### config.mk
export PLATFORM = sky130hd
export DESIGN_NAME = ifu_irf_errinj_log_ctl_flat
export DESIGN_NICKNAME = d
export VERILOG_FILES = /design/src/rtl/ifu_irf_errinj_log_ctl_if.sv /design/src/rtl/ifu_irf_errinj_log_ctl.sv /design/src/flat_wrapper.sv
export SDC_FILE = /design/constraint.sdc
export NUM_CORES = 1
export LEC_CHECK = 0
export CAP_MARGIN = 0
export CORE_ASPECT_RATIO = 1.4
export CORE_MARGIN = 3
export CORE_UTILIZATION = 49
export DETAILED_ROUTE_END_ITERATION = 8
export PLACE_DENSITY = 0.84
export SLEW_MARGIN = 15
export SYNTH_ARGS = -nofsm -noshare
export SYNTH_HDL_FRONTEND = slang
export SYNTH_SLANG_ARGS = --single-unit
### constraint.sdc
create_clock -name clk -period 4.25 [get_ports clk]
set_input_delay 0.85 -clock clk [delete_from_list [all_inputs] [get_ports clk]]
set_output_delay 0.85 -clock clk [all_outputs]
set_load 0.03 [all_outputs]
### src/rtl/ifu_irf_errinj_log_ctl_if.sv
// Signal bundle between the IFU IRF error log / injection control and its EXU/CSR neighbours.
interface ifu_irf_errinj_log_ctl_if #(
    parameter int unsigned CE_CNT_W = 4
);
    logic                exu_ifu_ecc_ce_m;
    logic                exu_ifu_ecc_ue_m;
    logic [7:0]          exu_ifu_err_reg_m;
    logic                exu_ifu_err_synd_7_m;
    logic                exu_ifu_inj_ack;
    logic                inst_vld_m;
    logic                csr_inj_wr;
    logic [7:0]          csr_inj_mask;
    logic                csr_inj_oneshot;
    logic                csr_inj_cancel;
    logic                csr_log_clr;
    logic [CE_CNT_W-1:0] csr_ce_thresh;
    logic                ifu_exu_inj_irferr;
    logic [7:0]          ifu_exu_ecc_mask;
    logic                ifu_exu_disable_ce_e;
    logic                log_vld;
    logic                log_ue;
    logic                log_meu;
    logic [7:0]          log_reg;
    logic                log_synd7;
    logic                ce_replay_w;
    logic                ue_intr_req;
    logic                inj_busy;
    logic                inj_tmo;

    modport master (
        output exu_ifu_ecc_ce_m, exu_ifu_ecc_ue_m, exu_ifu_err_reg_m, exu_ifu_err_synd_7_m,
               exu_ifu_inj_ack, inst_vld_m, csr_inj_wr, csr_inj_mask, csr_inj_oneshot,
               csr_inj_cancel, csr_log_clr, csr_ce_thresh,
        input  ifu_exu_inj_irferr, ifu_exu_ecc_mask, ifu_exu_disable_ce_e, log_vld, log_ue,
               log_meu, log_reg, log_synd7, ce_replay_w, ue_intr_req, inj_busy, inj_tmo
    );

    modport slave (
        input  exu_ifu_ecc_ce_m, exu_ifu_ecc_ue_m, exu_ifu_err_reg_m, exu_ifu_err_synd_7_m,
               exu_ifu_inj_ack, inst_vld_m, csr_inj_wr, csr_inj_mask, csr_inj_oneshot,
               csr_inj_cancel, csr_log_clr, csr_ce_thresh,
        output ifu_exu_inj_irferr, ifu_exu_ecc_mask, ifu_exu_disable_ce_e, log_vld, log_ue,
               log_meu, log_reg, log_synd7, ce_replay_w, ue_intr_req, inj_busy, inj_tmo
    );
endinterface

### src/rtl/ifu_irf_errinj_log_ctl.sv
// IFU IRF ECC control: one-deep CE/UE log, saturating CE counter with disable_ce threshold,
// and the error-injection FSM that arms EXU check-bit flips.
module ifu_irf_errinj_log_ctl #(
    parameter int unsigned CE_CNT_W  = 4,
    parameter int unsigned INJ_TMO_W = 6
) (
    input  logic                        clk,
    input  logic                        arst_l,
    ifu_irf_errinj_log_ctl_if.slave     bus_io
);
    typedef enum logic [1:0] {StIdle, StArmed, StDrain} inj_state_e;

    logic                 ce_qual, ue_qual, report;
    logic                 log_vld_q, log_ue_q, log_meu_q, log_synd7_q, ce_replay_q;
    logic [7:0]           log_reg_q;
    logic [CE_CNT_W-1:0]  ce_cnt_q;
    logic                 disable_ce_q;
    inj_state_e           state_q;
    logic [7:0]           mask_q, ecc_mask_q;
    logic                 oneshot_q, irferr_q, inj_tmo_q;
    logic [INJ_TMO_W-1:0] tmo_cnt_q, tmo_inc;

    // UE wins over a simultaneous CE; flushed instructions report nothing.
    assign ce_qual = bus_io.exu_ifu_ecc_ce_m & ~bus_io.exu_ifu_ecc_ue_m & bus_io.inst_vld_m;
    assign ue_qual = bus_io.exu_ifu_ecc_ue_m & bus_io.inst_vld_m;
    assign report  = ce_qual | ue_qual;
    assign tmo_inc = tmo_cnt_q + 1'b1;

    always_ff @(posedge clk or negedge arst_l) begin
        if (!arst_l) begin
            log_vld_q   <= 1'b0;
            log_ue_q    <= 1'b0;
            log_meu_q   <= 1'b0;
            log_reg_q   <= 8'h00;
            log_synd7_q <= 1'b0;
            ce_replay_q <= 1'b0;
        end else begin
            ce_replay_q <= ce_qual;
            if (bus_io.csr_log_clr) begin
                // A report coincident with the clear lands in a fresh log.
                log_vld_q   <= report;
                log_ue_q    <= ue_qual;
                log_meu_q   <= 1'b0;
                log_reg_q   <= report ? bus_io.exu_ifu_err_reg_m : 8'h00;
                log_synd7_q <= report & bus_io.exu_ifu_err_synd_7_m;
            end else if (report) begin
                if (!log_vld_q) begin
                    log_vld_q   <= 1'b1;
                    log_ue_q    <= ue_qual;
                    log_reg_q   <= bus_io.exu_ifu_err_reg_m;
                    log_synd7_q <= bus_io.exu_ifu_err_synd_7_m;
                end else begin
                    log_meu_q <= 1'b1;
                    if (!log_ue_q && ue_qual) begin
                        log_ue_q    <= 1'b1;
                        log_reg_q   <= bus_io.exu_ifu_err_reg_m;
                        log_synd7_q <= bus_io.exu_ifu_err_synd_7_m;
                    end
                end
            end
        end
    end

    always_ff @(posedge clk or negedge arst_l) begin
        if (!arst_l) begin
            ce_cnt_q     <= '0;
            disable_ce_q <= 1'b0;
        end else begin
            if (bus_io.csr_log_clr) begin
                ce_cnt_q <= '0;
            end else if (ce_qual && (ce_cnt_q != '1)) begin
                ce_cnt_q <= ce_cnt_q + 1'b1;
            end
            disable_ce_q <= (bus_io.csr_ce_thresh != '0) && (ce_cnt_q >= bus_io.csr_ce_thresh);
        end
    end

    always_ff @(posedge clk or negedge arst_l) begin
        if (!arst_l) begin
            state_q    <= StIdle;
            mask_q     <= 8'h00;
            ecc_mask_q <= 8'h00;
            oneshot_q  <= 1'b0;
            irferr_q   <= 1'b0;
            inj_tmo_q  <= 1'b0;
            tmo_cnt_q  <= '0;
        end else begin
            if (bus_io.csr_inj_wr) begin
                inj_tmo_q <= 1'b0;
            end
            unique case (state_q)
                StArmed: begin
                    if (bus_io.csr_inj_cancel) begin
                        state_q    <= StIdle;
                        irferr_q   <= 1'b0;
                        ecc_mask_q <= 8'h00;
                    end else if (bus_io.csr_inj_wr) begin
                        mask_q     <= bus_io.csr_inj_mask;
                        ecc_mask_q <= bus_io.csr_inj_mask;
                        oneshot_q  <= bus_io.csr_inj_oneshot;
                        tmo_cnt_q  <= '0;
                    end else if (bus_io.exu_ifu_inj_ack) begin
                        tmo_cnt_q <= '0;
                        if (oneshot_q) begin
                            state_q    <= StDrain;
                            irferr_q   <= 1'b0;
                            ecc_mask_q <= 8'h00;
                        end
                    end else if (&tmo_inc) begin
                        state_q    <= StIdle;
                        irferr_q   <= 1'b0;
                        ecc_mask_q <= 8'h00;
                        inj_tmo_q  <= 1'b1;
                    end else begin
                        tmo_cnt_q <= tmo_inc;
                    end
                end
                StIdle, StDrain: begin
                    // Late acks are ignored here; a new arm request is honoured right away.
                    if (bus_io.csr_inj_wr && !bus_io.csr_inj_cancel) begin
                        state_q    <= StArmed;
                        mask_q     <= bus_io.csr_inj_mask;
                        ecc_mask_q <= bus_io.csr_inj_mask;
                        oneshot_q  <= bus_io.csr_inj_oneshot;
                        irferr_q   <= 1'b1;
                        tmo_cnt_q  <= '0;
                    end else begin
                        state_q    <= StIdle;
                        irferr_q   <= 1'b0;
                        ecc_mask_q <= 8'h00;
                    end
                end
                default: begin
                    state_q    <= StIdle;
                    irferr_q   <= 1'b0;
                    ecc_mask_q <= 8'h00;
                end
            endcase
        end
    end

    assign bus_io.ifu_exu_inj_irferr   = irferr_q;
    assign bus_io.ifu_exu_ecc_mask     = ecc_mask_q;
    assign bus_io.ifu_exu_disable_ce_e = disable_ce_q;
    assign bus_io.log_vld              = log_vld_q;
    assign bus_io.log_ue               = log_ue_q;
    assign bus_io.log_meu              = log_meu_q;
    assign bus_io.log_reg              = log_reg_q;
    assign bus_io.log_synd7            = log_synd7_q;
    assign bus_io.ce_replay_w          = ce_replay_q;
    assign bus_io.ue_intr_req          = log_vld_q & log_ue_q;
    assign bus_io.inj_busy             = (state_q != StIdle);
    assign bus_io.inj_tmo              = inj_tmo_q;
endmodule
### src/flat_wrapper.sv
// flat-port wrapper written by rule: the top's interface ports become plain ports
module ifu_irf_errinj_log_ctl_flat 
#(
    parameter int unsigned CE_CNT_W  = 4,
    parameter int unsigned INJ_TMO_W = 6
)
  (clk, arst_l, bus_io_exu_ifu_ecc_ce_m, bus_io_exu_ifu_ecc_ue_m, bus_io_exu_ifu_err_reg_m, bus_io_exu_ifu_err_synd_7_m, bus_io_exu_ifu_inj_ack, bus_io_inst_vld_m, bus_io_csr_inj_wr, bus_io_csr_inj_mask, bus_io_csr_inj_oneshot, bus_io_csr_inj_cancel, bus_io_csr_log_clr, bus_io_csr_ce_thresh, bus_io_ifu_exu_inj_irferr, bus_io_ifu_exu_ecc_mask, bus_io_ifu_exu_disable_ce_e, bus_io_log_vld, bus_io_log_ue, bus_io_log_meu, bus_io_log_reg, bus_io_log_synd7, bus_io_ce_replay_w, bus_io_ue_intr_req, bus_io_inj_busy, bus_io_inj_tmo);
  ifu_irf_errinj_log_ctl_if #(.CE_CNT_W(CE_CNT_W)) bus_io_i ();
  input  logic clk;
  input  logic arst_l;
  input wire logic [$bits(bus_io_i.exu_ifu_ecc_ce_m)-1:0] bus_io_exu_ifu_ecc_ce_m;
  input wire logic [$bits(bus_io_i.exu_ifu_ecc_ue_m)-1:0] bus_io_exu_ifu_ecc_ue_m;
  input wire logic [$bits(bus_io_i.exu_ifu_err_reg_m)-1:0] bus_io_exu_ifu_err_reg_m;
  input wire logic [$bits(bus_io_i.exu_ifu_err_synd_7_m)-1:0] bus_io_exu_ifu_err_synd_7_m;
  input wire logic [$bits(bus_io_i.exu_ifu_inj_ack)-1:0] bus_io_exu_ifu_inj_ack;
  input wire logic [$bits(bus_io_i.inst_vld_m)-1:0] bus_io_inst_vld_m;
  input wire logic [$bits(bus_io_i.csr_inj_wr)-1:0] bus_io_csr_inj_wr;
  input wire logic [$bits(bus_io_i.csr_inj_mask)-1:0] bus_io_csr_inj_mask;
  input wire logic [$bits(bus_io_i.csr_inj_oneshot)-1:0] bus_io_csr_inj_oneshot;
  input wire logic [$bits(bus_io_i.csr_inj_cancel)-1:0] bus_io_csr_inj_cancel;
  input wire logic [$bits(bus_io_i.csr_log_clr)-1:0] bus_io_csr_log_clr;
  input wire logic [$bits(bus_io_i.csr_ce_thresh)-1:0] bus_io_csr_ce_thresh;
  output wire logic [$bits(bus_io_i.ifu_exu_inj_irferr)-1:0] bus_io_ifu_exu_inj_irferr;
  output wire logic [$bits(bus_io_i.ifu_exu_ecc_mask)-1:0] bus_io_ifu_exu_ecc_mask;
  output wire logic [$bits(bus_io_i.ifu_exu_disable_ce_e)-1:0] bus_io_ifu_exu_disable_ce_e;
  output wire logic [$bits(bus_io_i.log_vld)-1:0] bus_io_log_vld;
  output wire logic [$bits(bus_io_i.log_ue)-1:0] bus_io_log_ue;
  output wire logic [$bits(bus_io_i.log_meu)-1:0] bus_io_log_meu;
  output wire logic [$bits(bus_io_i.log_reg)-1:0] bus_io_log_reg;
  output wire logic [$bits(bus_io_i.log_synd7)-1:0] bus_io_log_synd7;
  output wire logic [$bits(bus_io_i.ce_replay_w)-1:0] bus_io_ce_replay_w;
  output wire logic [$bits(bus_io_i.ue_intr_req)-1:0] bus_io_ue_intr_req;
  output wire logic [$bits(bus_io_i.inj_busy)-1:0] bus_io_inj_busy;
  output wire logic [$bits(bus_io_i.inj_tmo)-1:0] bus_io_inj_tmo;
  assign bus_io_i.exu_ifu_ecc_ce_m = bus_io_exu_ifu_ecc_ce_m;
  assign bus_io_i.exu_ifu_ecc_ue_m = bus_io_exu_ifu_ecc_ue_m;
  assign bus_io_i.exu_ifu_err_reg_m = bus_io_exu_ifu_err_reg_m;
  assign bus_io_i.exu_ifu_err_synd_7_m = bus_io_exu_ifu_err_synd_7_m;
  assign bus_io_i.exu_ifu_inj_ack = bus_io_exu_ifu_inj_ack;
  assign bus_io_i.inst_vld_m = bus_io_inst_vld_m;
  assign bus_io_i.csr_inj_wr = bus_io_csr_inj_wr;
  assign bus_io_i.csr_inj_mask = bus_io_csr_inj_mask;
  assign bus_io_i.csr_inj_oneshot = bus_io_csr_inj_oneshot;
  assign bus_io_i.csr_inj_cancel = bus_io_csr_inj_cancel;
  assign bus_io_i.csr_log_clr = bus_io_csr_log_clr;
  assign bus_io_i.csr_ce_thresh = bus_io_csr_ce_thresh;
  assign bus_io_ifu_exu_inj_irferr = bus_io_i.ifu_exu_inj_irferr;
  assign bus_io_ifu_exu_ecc_mask = bus_io_i.ifu_exu_ecc_mask;
  assign bus_io_ifu_exu_disable_ce_e = bus_io_i.ifu_exu_disable_ce_e;
  assign bus_io_log_vld = bus_io_i.log_vld;
  assign bus_io_log_ue = bus_io_i.log_ue;
  assign bus_io_log_meu = bus_io_i.log_meu;
  assign bus_io_log_reg = bus_io_i.log_reg;
  assign bus_io_log_synd7 = bus_io_i.log_synd7;
  assign bus_io_ce_replay_w = bus_io_i.ce_replay_w;
  assign bus_io_ue_intr_req = bus_io_i.ue_intr_req;
  assign bus_io_inj_busy = bus_io_i.inj_busy;
  assign bus_io_inj_tmo = bus_io_i.inj_tmo;
  ifu_irf_errinj_log_ctl #(.CE_CNT_W(CE_CNT_W), .INJ_TMO_W(INJ_TMO_W)) u_core (.clk(clk), .arst_l(arst_l), .bus_io(bus_io_i));
endmodule
After elaboration in Yosys (flattened, before gate mapping)
Cells that the tools add are included.
{ "op_classes": {"n_addsub": 2, "magnitude_cmp": 1, "n_eq_ne": 13, "n_mux": 57, "bitwise": 7, "n_reduce_logical": 21} }
{ "ops": {"columns": ["cell", "count"], "rows": [
  ["8-bit two-way mux", 11],
  ["6-bit two-way mux", 5],
  ["1-bit two-way mux", 29],
  ["8-bit case mux with 2 select lines", 1],
  ["6-bit case mux with 2 select lines", 1],
  ["2-bit two-way mux", 5],
  ["5-bit by 4-bit != test with 1-bit output (second input constant)", 2],
  ["2-bit nonzero test", 5],
  ["4-bit two-way mux", 2],
  ["4-bit by 3-bit != test with 1-bit output (second input constant)", 2],
  ["4-bit != test (second input constant)", 2],
  ["4-bit AND reduction", 2],
  ["6-bit by 1-bit adder with 6-bit output (second input constant)", 1],
  ["3-bit != test (second input constant)", 2],
  ["2-bit AND reduction", 3],
  ["6-bit AND reduction", 1],
  ["1-bit AND", 5],
  ["4-bit by 1-bit adder with 4-bit output (second input constant)", 1],
  ["4-bit greater-or-equal comparator", 1],
  ["1-bit logical AND", 4],
  ["2-bit != test (second input constant)", 2],
  ["1-bit case mux with 2 select lines", 2],
  ["2-bit case mux with 2 select lines", 1],
  ["4-bit nonzero test", 1],
  ["other kinds (9)", 10]
]} }
{ "totals": {"reg_bits": 37, "input_bits": 31, "out_inout_bits": 26} }

Longest topological paths before layout
{ "depth": {"word_depth": 7, "depth_mapped": 7, "mapped_depth_nobuf": 7} }

Least setup slack after synthesis
No wires, ideal clock.
{ "synth_timing": {"path_kind": "input to register", "start": "in bus_io_csr_inj_wr", "end": "reg u_core.tmo_cnt_q[5]", "setup_ns": 0.080, "t_arrival_ns": 2.015, "required_ns": 4.170, "path_slack_ns": 2.155, "stages": 4, "path_buffers": 0, "cell_sequence": "or4b_4 > or2_1 > or3_1 > o211ai_2"} }
{ "synth_via": {"elab_chain_cells": 3, "word_cells_on_any_way": 7, "classes_between": "eq/ne: 2; mux: 3; reduce/logical: 2"} }
{ "synth_rtl": {"columns": ["item", "line", "source"], "rows": [
  ["start: declaration", "flat_wrapper.sv:17", "input wire logic [$bits(bus_io_i.csr_inj_wr)-1:0] bus_io_csr_inj_wr;"],
  ["6-bit two-way mux / 1-bit logical AND (equally long branches)", "ifu_irf_errinj_log_ctl.sv:97, ifu_irf_errinj_log_ctl.sv:120", null],
  ["6-bit two-way mux / 2-bit by 1-bit != test with 1-bit output (equally long branches)", null, null],
  ["6-bit case mux with 2 select lines / 4-bit AND reduction (equally long branches)", null, null],
  ["end signal: assignment", "ifu_irf_errinj_log_ctl.sv:115", "tmo_cnt_q <= tmo_inc;"],
  ["end: declaration", "ifu_irf_errinj_log_ctl.sv:21", "logic [INJ_TMO_W-1:0] tmo_cnt_q, tmo_inc;"]
]} }
Several ways; a longest one is shown, not always the timed one. The select of a mux whose other input is x is not followed.
A chain may end at the register's enable or synchronous reset.

Worst setup path in the final report
{ "layout_timing": {"start": "in bus_io_exu_ifu_ecc_ue_m", "end": "reg u_core.log_reg_q[6], in the netlist u_core.bus_io.log_reg[6]"} }
{ "layout_via": {"elab_chain_cells": 6, "word_cells_on_any_way": 11, "classes_between": "eq/ne: 1; mux: 2; bitwise: 5; reduce/logical: 3"} }
{ "layout_rtl": {"columns": ["item", "line", "source"], "rows": [
  ["start: declaration", "flat_wrapper.sv:12", "input wire logic [$bits(bus_io_i.exu_ifu_ecc_ue_m)-1:0] bus_io_exu_ifu_ecc_ue_m;"],
  ["1-bit NOT", "ifu_irf_errinj_log_ctl.sv:24", "assign ce_qual = bus_io.exu_ifu_ecc_ce_m & ~bus_io.exu_ifu_ecc_ue_m & bus_io.inst_vld_m;"],
  ["1-bit AND (2 in a row)", "ifu_irf_errinj_log_ctl.sv:24", null],
  ["1-bit bitwise OR", "ifu_irf_errinj_log_ctl.sv:26", "assign report = ce_qual | ue_qual;"],
  ["8-bit two-way mux / 2-bit nonzero test (equally long branches)", null, null],
  ["8-bit two-way mux / 2-bit AND reduction (equally long branches)", null, null],
  ["end signal: assignment", "ifu_irf_errinj_log_ctl.sv:44", "log_reg_q <= report ? bus_io.exu_ifu_err_reg_m : 8'h00;"],
  ["end signal: assignment", "ifu_irf_errinj_log_ctl.sv:50", "log_reg_q <= bus_io.exu_ifu_err_reg_m;"],
  ["end signal: assignment", "ifu_irf_errinj_log_ctl.sv:56", "log_reg_q <= bus_io.exu_ifu_err_reg_m;"],
  ["end: declaration", "ifu_irf_errinj_log_ctl.sv:15", "logic [7:0] log_reg_q;"]
]} }
Several ways; a longest one is shown, not always the timed one.

==> run_results.csv <==
group,metric,value,unit
cts,cts_max_level,2,
yosys,syn_area_per_cell,10.1,µm²
grt,grt_use_total,18.8,%
cts,holdBufCountCts,0,
cts,clk_latency,0.29,ns
power,net-switching-power,232,µW
sta,relSlewSlack,44.4,%
cts,cts_tree,"done",
grt,grt_max_degree,38,
yosys,syn-cell-area,0.00178,mm²
cts,cts_setup_buffers,0,
setup_path,crit_fanout,10,
floorplanning,die_area,0.00440,mm²
power,ir_drop,0.000312,V
setup_path,r2r-start,"u_core.tmo_cnt_q[0]",
flow_run,drv_cap,0,
yosys,synthDistinctLibCells,39,
setup_path,critPathRequiredTime,4.43,ns
yosys,syn_inst,176,
sta,min_period_over_period,59.0,%
power,seq_power_share,47.8,%
hold_path,min_to,"u_core.bus_io.inj_tmo",
setup_path,reg2reg_depth,6,
setup_path,worstPathArrival,2.69,ns
yosys,yosysWarnings,0,
sta,setup_viol,0,
route,ant_nets,0,
final_layout,mostFrequentLayoutCell,"clkdlybuf4s50_1",
placement,placed_cells,268,
yosys,ys_seq_area_share,52.0,%
setup_path,cp-end-kind,"flop",
power,power.total,813,µW
setup_path,crit_type,"in -> reg",
setup_path,critPathLaunchType,"input pin",
power,p_int,580,µW
route,vias,1485,
route,wl,3820,µm
route,viasPerCell,5.38,
placement,dpl.hpwl,2780,µm
floorplanning,die-width,56.9,µm
yosys,synth_nets,214,
sta,hold_violations,0,
placement,port_buffers,56,
sta,skew,0.00722,ns
setup_path,crit_slowest_cell,"o21ai_1",
final_layout,antenna_cells,0,
hold_path,worstHoldPathCells,1,
cts,cts_max_path_buffers,2,
power,comb_power_share,20.4,%
final_layout,area_growth,38.3,%
floorplanning,core.rowCount,25,
final_layout,final_cells,276,
setup_path,reg2reg_slack,2.15,ns
route,wl_per_cell,13.9,µm
setup_path,crit_family,"compound AO/OA/AOI/OAI gates",
final_layout,layout_common_cells,"55 x clkdlybuf4s50_1, 37 x dfrtp_1, 24 x nand2_1",
setup_path,worstReg2RegEnd,"u_core.tmo_cnt_q[0]",
power,p_per_area,330,mW/mm²
setup_path,cp_num_cells,6,
setup_path,path_common_cell,"nand2_1",
cts,clk_pin_slew,0.07,ns
grt,overflow,0,
floorplanning,start_util,51.7,%
final_layout,drive_gt1_share,7.20,%
floorplanning,die_height,77.3,µm
route,drc_errors,0,
sta,clock.fmax,399,MHz
yosys,ys_ff_latch,37,
sta,fin_ws,1.74,ns
cts,numCtsBuffers,5,
placement,place_worst_setup_slack,1.50,ns
cts,clock_sinks,37,
cts,ctsResizeCount,0,
setup_path,cp_num_buf_inv,1,
setup_path,max_stage_delay,0.60,ns
setup_path,crit_chain,"clkdlybuf4s50_1, a21boi_0, o21ai_1, nand2_1, nand3_1, nand2_1",
sta,fin_crit,2.51,ns
status,run_status,"complete, no violations",
final_layout,nets,273,
cts,cts-root-buf,"clkbuf_8",
route,drt-initial-drc-count,27,
sta,rsz0062_at_grt,"no",
floorplanning,core-area,0.00344,mm²
placement,gp_congestion,0.795,
route,first_pass_iters,5,
hold_path,min_from,"u_core.bus_io.inj_tmo",
sta,maxSlewViolCount,0,
power,sw_frac_of_total,28.6,%
grt,grt_pass1_vias,1500,
sta,fin_setup_tns,0,ns
hold_path,hold_path_class,"reg -> reg",
floorplanning,io-pin-count,57,
grt,grt_pass1_wl,6540,µm
power,clockPowerShare,31.8,%
power,p_leak,1.14,nW
grt,antenna_found_initial,0,
sta,holdWs,0.494,ns
sta,worstMarginPinSlew,0.826,ns
-- cell type report --
| cell class | count | area [µm²] |
|---|---|---|
| multi-input combinational | 126 | 800 |
| inverter | 9 | 33.8 |
| fill | 260 | 980 |
| sequential | 37 | 926 |
| tap | 40 | 50.0 |
| clock buffer | 6 | 82.6 |
| clock inverter | 2 | 13.8 |
| timing repair buffer | 56 | 556 |
-- Yosys cell counts (all sizes together) --
master | n | area, µm²
dfrtp | 37 | 926
nand2 | 24 | 90.1
nand3 | 20 | 100
nor2 | 11 | 41.3
inv | 9 | 33.8
a22o | 8 | 70.1
a21oi | 7 | 35.0
ha | 7 | 87.6
o21ai | 7 | 35.0
nand2b | 4 | 25.0
or2 | 4 | 25.0
xor2 | 4 | 35.0
a21o | 3 | 22.5
nor2b | 3 | 18.8
and2 | 2 | 12.5
buf | 2 | 12.5
clkbuf | 2 | 7.51
nand4 | 2 | 12.5
nor3 | 2 | 10.0
o21bai | 2 | 26.3
or3 | 2 | 12.5
a21boi | 1 | 7.51
a22oi | 1 | 12.5
a311oi | 1 | 8.76
a31oi | 1 | 6.26
a32o | 1 | 10.0
mux2i | 1 | 10.0
nor3b | 1 | 12.5
nor4 | 1 | 6.26
o2111ai | 1 | 15.0
o211ai | 1 | 12.5
o2bb2ai | 1 | 8.76
o31ai | 1 | 7.51
or4b | 1 | 13.8
xnor2 | 1 | 8.76
-- worst register-to-register path: stages, from the launching register on --
cell     delay, ns
dfrtp_1       0.43
ha_1          0.22
nor2b_1       0.21
a22oi_2       0.15
o31ai_1       0.73
nand2_1       0.14
o21ai_1       0.13
-- metrics by stage --
step                cell area, µm²  utilization [%]
floorplan                     1780                -
global placement              2360             68.7
detailed placement            2360             68.7
CTS                           2460             71.5
global route                  2460             71.5
finish                        2460             71.5
-- power groups by stage --
| stage | registers, mW | clock network (mW) | logic [mW] |
|---|---|---|---|
| final | 0.388 | 0.258 | 0.166 |
| after global routing | 0.391 | 0.282 | 0.179 |
| after CTS | 0.388 | 0.266 | 0.168 |
| after detailed placement | 0.394 | 0 | 0.167 |
| after global placement | 0.394 | 0 | 0.164 |
| after floorplan | 0.425 | 0 | 0.0510 |
-- cell families after synthesis --
| logic type | synth area share [%] |
|---|---|
| muxes | 0.563 |
| buffers and inverters | 3.02 |
| xor gates and xnor gates | 2.46 |
| adders and majority gates | 4.92 |
| and+or+nand+nor | 21.4 |
| DFF | 52.0 |
| AOI/OAI and AO/OA | 15.6 |
-- per-layer routing --
layer	GRT usage [%]	vias up	part of all wire [%]	wire (µm)
met5	0	-	0	0
met4	8.35	0	1.8	70
met3	3.87	7	4.5	173
met2	32.5	38	52	2010
met1	21.9	705	41	1570
li1	-	735	-	-
-- worst max-delay path by stage --
stage / from / endpoint / slack (ns)
floorplan: bus_io_csr_inj_wr / u_core.tmo_cnt_q[5] / 2.16
global placement: bus_io_csr_inj_wr / u_core.tmo_cnt_q[5] / 1.54
detailed placement: bus_io_csr_inj_wr / u_core.tmo_cnt_q[5] / 1.50
CTS: bus_io_csr_inj_wr / u_core.tmo_cnt_q[0] / 1.77
global route: bus_io_csr_inj_wr / u_core.tmo_cnt_q[0] / 1.64
finish: bus_io_exu_ifu_ecc_ue_m / u_core.bus_io.log_reg[6] / 1.74
(Power assumes the default switching activity.)
